<file path="config.mk">
export PLATFORM = sky130hd
export DESIGN_NAME = pwm_deadtime_leg_flat
export DESIGN_NICKNAME = d
export VERILOG_FILES = /design/src/rtl/pwm_deadtime_leg_if.sv /design/src/rtl/pwm_deadtime_leg.sv /design/src/flat_wrapper.sv
export SDC_FILE = /design/constraint.sdc
export NUM_CORES = 1
export LEC_CHECK = 0
export CAP_MARGIN = 10
export CELL_PAD_IN_SITES_DETAIL_PLACEMENT = 1
export CELL_PAD_IN_SITES_GLOBAL_PLACEMENT = 2
export CORE_MARGIN = 4
export CORE_UTILIZATION = 34
export DETAILED_ROUTE_END_ITERATION = 6
export PLACE_DENSITY = 0.92
export SYNTH_ARGS = -nofsm -noshare
export SYNTH_HDL_FRONTEND = slang
export SYNTH_SLANG_ARGS = --single-unit
</file>
<file path="constraint.sdc">
create_clock -name clk_in -period 3 [get_ports clk_in]
set_clock_uncertainty 0.2 [all_clocks]
set_input_delay 0.6 -clock clk_in [delete_from_list [all_inputs] [get_ports clk_in]]
set_output_delay 0.6 -clock clk_in [all_outputs]
set_load 0.005 [all_outputs]
</file>
<file path="src/rtl/pwm_deadtime_leg_if.sv">
// Duty-word offer channel between the modulation source (master) and the PWM leg (slave).
// A word moves when duty_valid and duty_ready are both high on a clock edge.
interface pwm_deadtime_leg_if #(
  parameter int CNT_W = 10
) ();
  logic [CNT_W-1:0] duty;
  logic             duty_valid;
  logic             duty_ready;

  modport master (output duty, output duty_valid, input duty_ready);
  modport slave  (input duty, input duty_valid, output duty_ready);
endinterface

</file>
<file path="src/rtl/pwm_deadtime_leg.sv">
// Single inverter-leg PWM generator: triangle carrier stepped by the rising edges of the
// divided clock, shadowed duty compare, complementary gate outputs with dead-time insertion.
// Optional feature macro: PWM_FAULT_LATCH_EN adds a 'fault' input with a sticky output kill
// that is released by reset, or by enable=0 while fault=0.
module pwm_deadtime_leg #(
  parameter int CNT_W    = 10,
  parameter int PERIOD   = 500,
  parameter int DT_W     = 6,
  parameter int DEADTIME = 20
) (
  input  logic             clk_in,
  input  logic             reset,
  input  logic             clk_div,
  input  logic             enable,
`ifdef PWM_FAULT_LATCH_EN
  input  logic             fault,
`endif
  pwm_deadtime_leg_if.slave duty_if,
  output logic             pwm_hi,
  output logic             pwm_lo,
  output logic [CNT_W-1:0] carrier,
  output logic             period_start
);

  localparam logic [CNT_W-1:0] PER_C  = CNT_W'(PERIOD);
  localparam logic [CNT_W-1:0] ZERO_C = {CNT_W{1'b0}};
  localparam logic [CNT_W-1:0] ONE_C  = CNT_W'(1);
  localparam logic [DT_W-1:0]  DT_C   = DT_W'(DEADTIME);
  localparam logic [DT_W-1:0]  DT0_C  = {DT_W{1'b0}};

  // Requests above the carrier peak would behave exactly like the peak, so pin them there.
  function automatic logic [CNT_W-1:0] clamp_duty(input logic [CNT_W-1:0] v);
    return (v > PER_C) ? PER_C : v;
  endfunction

  logic             div_q;
  logic [CNT_W-1:0] carrier_q, carrier_d;
  logic             dir_dn_q, dir_dn_d;     // 1 while the carrier is counting down
  logic             start_q, start_d;       // next enabled tick opens a new period
  logic             ps_q;
  logic [CNT_W-1:0] active_q, active_d;
  logic [CNT_W-1:0] pending_q, pending_d;
  logic             pend_full_q, pend_full_d;
  logic             ready_q, ready_d;
  logic             raw_q;
  logic [DT_W-1:0]  dt_q, dt_d;
  logic             hi_q, hi_d;
  logic             lo_q, lo_d;

  logic             tick_s;
  logic             pstart_s;
  logic             accept_s;
  logic             xfer_s;
  logic             raw_s;
  logic             edge_s;
  logic             gate_ok_s;
  logic             fault_block_s;

  // One step per rising edge of the divided clock, seen one clk_in cycle late.
  assign tick_s   = clk_div & ~div_q;
  assign accept_s = duty_if.duty_valid & ready_q;
  // Compare uses the registered carrier and the currently applied duty.
  assign raw_s    = (active_q >= PER_C) | (carrier_q < active_q);

`ifdef PWM_FAULT_LATCH_EN
  logic fault_q, fault_d;

  // Fault latch: set by any fault, held while enabled, released by enable=0 with fault low.
  always_comb begin
    fault_d       = fault | (fault_q & enable);
    fault_block_s = fault | fault_q;
  end
`else
  assign fault_block_s = 1'b0;
`endif

  // Carrier stepping: triangle 0..PERIOD..1, held at 0 while disabled.
  always_comb begin
    carrier_d = carrier_q;
    dir_dn_d  = dir_dn_q;
    start_d   = start_q;
    pstart_s  = 1'b0;
    if (!enable) begin
      carrier_d = ZERO_C;
      dir_dn_d  = 1'b0;
      start_d   = 1'b1;
    end else if (tick_s) begin
      if (dir_dn_q) begin
        carrier_d = carrier_q - ONE_C;
        dir_dn_d  = (carrier_q != ONE_C);
      end else begin
        carrier_d = carrier_q + ONE_C;
        dir_dn_d  = (carrier_q == (PER_C - ONE_C));
      end
      pstart_s = (carrier_d == ZERO_C) | start_q;
      start_d  = 1'b0;
    end else begin
      pstart_s = 1'b0;
    end
  end

  // Duty shadowing: one pending slot, copied into the active word at the carrier bottom
  // (or straight away while disabled); a word accepted in that same cycle waits for the next bottom.
  always_comb begin
    xfer_s      = pend_full_q & (pstart_s | ~enable);
    active_d    = active_q;
    pending_d   = pending_q;
    pend_full_d = pend_full_q;
    if (xfer_s) begin
      active_d = pending_q;
    end else begin
      active_d = active_q;
    end
    if (accept_s) begin
      pending_d   = clamp_duty(duty_if.duty);
      pend_full_d = 1'b1;
    end else if (xfer_s) begin
      pending_d   = ZERO_C;
      pend_full_d = 1'b0;
    end else begin
      pending_d   = pending_q;
      pend_full_d = pend_full_q;
    end
    ready_d = ~pend_full_d;
  end

  // Dead-time: every raw edge (and every disabled cycle) reloads the gap counter; a side is
  // only driven once the counter has run out, so both gates are never high together.
  always_comb begin
    edge_s = raw_s ^ raw_q;
    dt_d   = dt_q;
    if (!enable) begin
      dt_d = DT_C;
    end else if (edge_s) begin
      dt_d = DT_C;
    end else if (dt_q != DT0_C) begin
      dt_d = dt_q - DT_W'(1);
    end else begin
      dt_d = DT0_C;
    end
    gate_ok_s = enable & (dt_d == DT0_C) & ~fault_block_s;
    hi_d      = gate_ok_s & raw_s;
    lo_d      = gate_ok_s & ~raw_s;
  end

  // State and registered outputs; reset drives both gates low directly.
  always_ff @(posedge clk_in) begin
    if (reset) begin
      div_q       <= 1'b0;
      carrier_q   <= ZERO_C;
      dir_dn_q    <= 1'b0;
      start_q     <= 1'b1;
      ps_q        <= 1'b0;
      active_q    <= ZERO_C;
      pending_q   <= ZERO_C;
      pend_full_q <= 1'b0;
      ready_q     <= 1'b0;
      raw_q       <= 1'b0;
      dt_q        <= DT_C;
      hi_q        <= 1'b0;
      lo_q        <= 1'b0;
`ifdef PWM_FAULT_LATCH_EN
      fault_q     <= 1'b0;
`endif
    end else begin
      div_q       <= clk_div;
      carrier_q   <= carrier_d;
      dir_dn_q    <= dir_dn_d;
      start_q     <= start_d;
      ps_q        <= pstart_s;
      active_q    <= active_d;
      pending_q   <= pending_d;
      pend_full_q <= pend_full_d;
      ready_q     <= ready_d;
      raw_q       <= raw_s;
      dt_q        <= dt_d;
      hi_q        <= hi_d;
      lo_q        <= lo_d;
`ifdef PWM_FAULT_LATCH_EN
      fault_q     <= fault_d;
`endif
    end
  end

  assign duty_if.duty_ready = ready_q;
  assign pwm_hi             = hi_q;
  assign pwm_lo             = lo_q;
  assign carrier            = carrier_q;
  assign period_start       = ps_q;

endmodule
</file>
<file path="src/flat_wrapper.sv">
// flat-port wrapper written by rule: the top's interface ports become plain ports
module pwm_deadtime_leg_flat 
#(
  parameter int CNT_W    = 10,
  parameter int PERIOD   = 500,
  parameter int DT_W     = 6,
  parameter int DEADTIME = 20
)
  (clk_in, reset, clk_div, enable, pwm_hi, pwm_lo, carrier, period_start, duty_if_duty, duty_if_duty_valid, duty_if_duty_ready);
  pwm_deadtime_leg_if #(.CNT_W(CNT_W)) duty_if_i ();
  input  logic clk_in;
  input  logic reset;
  input  logic clk_div;
  input  logic enable;
  output logic pwm_hi;
  output logic pwm_lo;
  output logic [CNT_W-1:0] carrier;
  output logic period_start;
  input wire logic [$bits(duty_if_i.duty)-1:0] duty_if_duty;
  input wire logic [$bits(duty_if_i.duty_valid)-1:0] duty_if_duty_valid;
  output wire logic [$bits(duty_if_i.duty_ready)-1:0] duty_if_duty_ready;
  assign duty_if_i.duty = duty_if_duty;
  assign duty_if_i.duty_valid = duty_if_duty_valid;
  assign duty_if_duty_ready = duty_if_i.duty_ready;
  pwm_deadtime_leg #(.CNT_W(CNT_W), .PERIOD(PERIOD), .DT_W(DT_W), .DEADTIME(DEADTIME)) u_core (.clk_in(clk_in), .reset(reset), .clk_div(clk_div), .enable(enable), .duty_if(duty_if_i), .pwm_hi(pwm_hi), .pwm_lo(pwm_lo), .carrier(carrier), .period_start(period_start));
endmodule
</file>
==> impl_metrics.json, run 1 <==
{
  "nets": 361,
  "regArea_sq_um": 902,
  "drt_first_pass_iters": 4,
  "synth_top_area_share_pct": 35.5,
  "ys_types": 48,
  "ios": 29,
  "drv_slew": 0,
  "timing.rr.start": "u_core.carrier[2]",
  "finalSetupTns_ns": 0,
  "setup_viol": 0,
  "netlist_instances": 298,
  "vias_per_cell": 5.15,
  "clock_sinks": 45,
  "ys_ff_latch": 45,
  "fillerInstances": 872,
  "root_buffer": "clkbuf_8",
  "grt_start_max_net_pins": 28,
  "post-synth-top-area-cell": "dfxtp_1",
  "finalNonFillerCells": 432,
  "leakage_nw": 1.19,
  "synth-async-reset-ratio_pct": 0,
  "synth_nets": 327,
  "drive_gt1_share_pct": 8.71,
  "first_global_vias": 2270,
  "ant_nets": 0,
  "fmax_ghz": 0.350,
  "seq_area_frac_synth_pct": 35.5,
  "path_clk_slew_ns": 0.09,
  "fin_crit_ns": 2.86,
  "cts_hold_buffers": 0,
  "worst_pin_slew_ns": 0.470,
  "arrival_ns": 2.85,
  "rows": 31,
  "antenna_found_initial": 0,
  "crit_type": "reg2reg",
  "drc": 0,
  "required_ns": 3.00,
  "synth_edf_count": 0,
  "core_sq_mm": 0.00725,
  "vias": 2223,
  "cp_max_fo": 20,
  "slowest_delay_ns": 0.53,
  "hold_violations": 0,
  "dpl.hpwl_um": 4890,
  "start_kind": "flip-flop",
  "min_path_type": "reg2reg",
  "maxCapViolCount": 0,
  "wl_um": 6360,
  "diodes": 0,
  "relSlewSlack_pct": 68.2,
  "die_w_um": 94.3,
  "rsz0062_at_grt": "no",
  "htreeDepth": 2,
  "die-area_sq_mm": 0.00890,
  "cts_tree": "done",
  "hp-start": "u_core.start_q",
  "areaGrowthSynthToFinish_pct": 21.3,
  "crit_chain": "or4_4 -> or3_1 -> and3_1 -> nor4b_2 -> nand4_1 -> a2bb2oi_2 -> buf_4 -> a22o_1",
  "outcome": "complete, no violations",
  "grt.overflow.total": 0,
  "die_h_um": 94.3,
  "yosys-top-cells-area": "dfxtp_1 36%, ha_1 6.9%, nand2b_1 6.2%, nor2_1 4.7%, mux2i_1 4.3%",
  "grt_use_total_pct": 15.3,
  "worst_path_max_delay_cell": "or4_4",
  "syn-cell-area_sq_mm": 0.00253,
  "period_share_pct": 95.2,
  "initial_core_util_pct": 34.9,
  "multiInputGateArea_sq_mm": 0.00152,
  "synth-main-ff-cell": "dfxtp_1",
  "wire_per_inst_um": 14.7,
  "io_buffers": 28,
  "gp_congestion": 0.869,
  "startpoint": "u_core.carrier[2]",
  "ys_warn_count": 0,
  "postSynthAreaPerCell_sq_um": 8.51,
  "cts_made_buffers": 5,
  "clk_latency_ns": 0.30,
  "yosys-top-cells-count": "45 x dfxtp_1, 32 x nor2_1, 25 x nand2b_1",
  "place_inst": 424,
  "powerDensity_mw_per_mm2": 373,
  "drt-initial-drc-count": 65,
  "grt_pass1_wl_um": 10800,
  "yosys.cell_count.top_type": "dfxtp_1",
  "clk_path_buf_depth": 2,
  "critPathCaptureType": "flip-flop",
  "ir_worst_vdd_mv": 0.160
}
## timing repair
| action | 4_1_cts | 5_1_grt |
|---|---|---|
| gates resized for setup | 0 | 5 |
| setup endpoints to repair | 0 | 20 |
| buffers inserted | 0 | 0 |
## routing by layer
metal | global-route usage [%] | up-vias | wire length (um)
met5 | 0 | - | 0
met4 | 5.29 | 0 | 99
met3 | 2.87 | 9 | 217
met2 | 27.0 | 32 | 3170
met1 | 18.6 | 1072 | 2870
li1 | - | 1110 | -
## state kept, by name, summed over array words and instances, names as in the netlist
signal and flops:
u_core.pending_q 10, u_core.div_q 1, u_core.duty_if.duty_ready 1, u_core.active_q 10, u_core.pend_full_q 1, u_core.pwm_lo 1
u_core.dir_dn_q 1, u_core.raw_q 1, u_core.dt_q 6, u_core.carrier 10, u_core.pwm_hi 1, u_core.period_start 1
u_core.start_q 1
## cells by family after synthesis
logic type / count (synthesis) / share of synthesized area [%]
adders and majority gates: 14 / 6.91
and+or+nand+nor: 123 / 26.6
AOI/OAI and AO/OA: 59 / 15.7
DFF: 45 / 35.5
xor gates and xnor gates: 16 / 5.53
buffers and inverters: 30 / 5.38
muxes: 11 / 4.34
## per-stage QoR
step	cell area, sq um	setup slack, ns	hold slack, ns	power (W)	util, %
global placement	2970	0.167	0.256	0.000779	41.0
detailed placement	2970	0.130	0.266	0.000783	41.0
finish	3070	0.144	0.271	0.00115	42.4
floorplan	2530	0.242	0.235	0.000726	-
CTS	3050	0.0716	0.279	0.00116	42.1
global route	3070	0.0214	0.316	0.00120	42.4
## worst max-delay path, delay by kind of cell, from the launching register on
family          cells  cell delay (ns)
compound gates      2             0.41
buf+inv             1             0.22
flops               1             0.32
simple gates        5             1.59
## area by class of cell
cell class | count | area share, %
Multi-Input combinational cell | 223 | 49.5
Sequential cell | 45 | 29.3
Timing Repair Buffer | 42 | 12.5
Tap cell | 99 | 4.03
Clock buffer | 7 | 2.48
Inverter | 15 | 1.83
Clock inverter | 1 | 0.244
## cell usage in the layout, fill, tap and decap left out, types with 2 or more instances in the layout
master and count:
and3b_1 2, or3_1 3, nor3_1 12, a41oi_1 2, clkdlybuf4s50_1 28, xnor2_1 10
o211ai_1 2, and3_1 2, buf_4 14, nand2_1 13, o2bb2ai_1 6, a21o_1 3
nor4_1 3, clkbuf_1 2, inv_1 15, nor2b_1 6, dfxtp_1 44, o21a_1 2
nand4_1 6, a2111oi_0 2, nor3b_1 4, mux2i_1 11, a22o_1 3, and2_1 4
o21ai_1 2, o21ai_0 9, nor2_1 32, clkbuf_8 5, nand2b_1 25, a21oi_1 16
ha_1 14, nand3_1 5, xor2_1 6, o41ai_1 2
## where the power goes
part	internal (W)	switching (W)	total [W]
sequential	0.000615	0.0000121	0.000627
clock	0.000165	0.000211	0.000376
combinational	0.0000688	0.0000741	0.000143
total	0.000849	0.000297	0.00115
## path summary, 6_finish.rpt
check,endpoint,slack (ns),cells past startpoint
max,u_core.pending_q[3],0.14,8
min reg2reg,u_core.start_q,0.27,2
max reg2reg,u_core.pending_q[3],0.14,8
min,u_core.start_q,0.27,2
Power figures use the tool's default switching activity.
==> run 2: changes to the inputs <==
--- a/config.mk
+++ b/config.mk
@@ -12,6 +12,7 @@
 export CORE_UTILIZATION = 34
 export DETAILED_ROUTE_END_ITERATION = 6
 export PLACE_DENSITY = 0.92
+export SETUP_SLACK_MARGIN = 0.2
 export SYNTH_ARGS = -nofsm -noshare
 export SYNTH_HDL_FRONTEND = slang
 export SYNTH_SLANG_ARGS = --single-unit
==> run 2 against run 1 <==
Against the previous run:
- utilization grew 0.60 points
- power increased by 0.33%
- setup slack improved by 0.12 ns
- sequential power about the same
- maximum frequency is 4.3% higher
- sequential share of layout area fell by 0.37 points
- non-clock buffer count unchanged
- critical endpoint unchanged
==> impl_metrics.json, run 2 (synthesis gave the netlist of run 1 again) <==
{
  "final_cell_mix": "43 x dfxtp_1, 32 x nor2_1, 28 x clkdlybuf4s50_1",
  "grt_use_total_pct": 15.3,
  "first_global_vias": 2283,
  "drc": 0,
  "ir_worst_vdd_mv": 0.163,
  "grt_start_max_net_pins": 28,
  "cp_top_family": "simple AND/OR/NAND/NOR gates",
  "nets": 361,
  "cts_setup_buffers": 0,
  "powerDensity_mw_per_mm2": 369,
  "setup_viol": 0,
  "rsz0062_at_grt": "no",
  "gp_congestion": 0.869,
  "grt_pass1_wl_um": 10800,
  "core_sq_mm": 0.00725,
  "drt_first_pass_iters": 4,
  "root_buffer": "clkbuf_8",
  "diodes": 0,
  "start_kind": "flip-flop",
  "dpl.hpwl_um": 4890,
  "drive_gt1_share_pct": 10.2,
  "maxCapViolCount": 0,
  "drv_slew": 0,
  "cp_max_fo": 20,
  "min_path_type": "reg2reg",
  "vias": 2217,
  "fin_crit_ns": 2.74,
  "ant_nets": 0,
  "die-area_sq_mm": 0.00890,
  "ios": 29,
  "cts_made_buffers": 5,
  "htreeDepth": 2,
  "drt-initial-drc-count": 78,
  "final_common_cell": "dfxtp_1",
  "period_share_pct": 91.2,
  "worst_pin_slew_ns": 0.470,
  "crit_buf_inv": 1,
  "clock_sinks": 45,
  "outcome": "complete, no violations",
  "arrival_ns": 2.73,
  "vias_per_cell": 5.13,
  "finalSetupTns_ns": 0,
  "relSlewSlack_pct": 68.2,
  "path_clk_slew_ns": 0.09,
  "io_buffers": 28,
  "die_h_um": 94.3,
  "wire_per_inst_um": 15.0,
  "required_ns": 3.00,
  "areaGrowthSynthToFinish_pct": 23.0,
  "worst_path_max_delay_cell": "or4_4",
  "rrSetupSlack_ns": 0.26,
  "total_power_w": 0.00115,
  "fmax_ghz": 0.365,
  "grt.overflow.total": 0,
  "whs_ns": 0.271,
  "antenna_found_initial": 0,
  "die_w_um": 94.3,
  "wl_um": 6490,
  "clk_latency_ns": 0.30,
  "critPathCaptureType": "flip-flop",
  "clk_path_buf_depth": 2,
  "crit_chain": "or4_4 -> or3_4 -> and3_4 -> nor4b_4 -> nand4_1 -> a2bb2oi_2 -> buf_12 -> a22o_1",
  "crit_type": "reg2reg",
  "hold_violations": 0,
  "cts_tree": "done",
  "initial_core_util_pct": 34.9,
  "leakage_nw": 1.22,
  "rows": 31,
  "slowest_delay_ns": 0.53
}
-- run 2: tightest hold or removal path, stage by stage (launching register included) --
cell     delay [ns]
dfxtp_1        0.33
nand2_1        0.06
nand2_1        0.04
-- run 2: worst paths after layout --
kind,depth (start not counted),from,to
max,8,u_core.carrier[2],u_core.pending_q[3]
min,2,u_core.start_q,u_core.start_q
max reg2reg,8,u_core.carrier[2],u_core.pending_q[3]
min reg2reg,2,u_core.start_q,u_core.start_q
-- run 2: per-layer routing --
metal / vias up / share of wire [%] / track usage [%]
li1: 1112 / - / -
met3: 5 / 2.8 / 2.87
met5: - / 0 / 0
met2: 24 / 50 / 27.1
met4: 0 / 1.1 / 5.29
met1: 1076 / 46 / 18.5
-- run 2: layout make-up --
| class | instances | area, sq um |
|---|---|---|
| fill | 871 | 4140 |
| timing repair buffer | 42 | 398 |
| inverter | 15 | 56.3 |
| clock inverter | 1 | 7.51 |
| tap | 99 | 124 |
| multi-input combinational | 223 | 1550 |
| sequential | 45 | 903 |
| clock buffer | 7 | 76.3 |
-- run 2: repair_timing --
action                                  in CTS  in global routing
pin swaps                                    3                  3
endpoints found under the setup margin      20                 22
gates resized for setup                      6                  8
hold buffers                                 0                  0
-- run 2: power by group --
part / switching [W] / leakage [nW] / internal, W
sequential: 0.0000121 / 0.366 / 0.000615
combinational: 0.0000745 / 0.813 / 0.0000704
clock: 0.000212 / 0.0385 / 0.000165
-- run 2: per-stage QoR --
stage          instance area [sq um]  std cells  worst slack (ns)  util [%]
3_5_place_dp                    2970        424             0.130      41.0
5_1_grt                         3120        432             0.156      43.0
2_1_floorplan                   2530        298             0.242         -
3_3_place_gp                    2970        424             0.167      41.0
4_1_cts                         3080        432             0.200      42.5
6_report                        3120        432             0.263      43.0
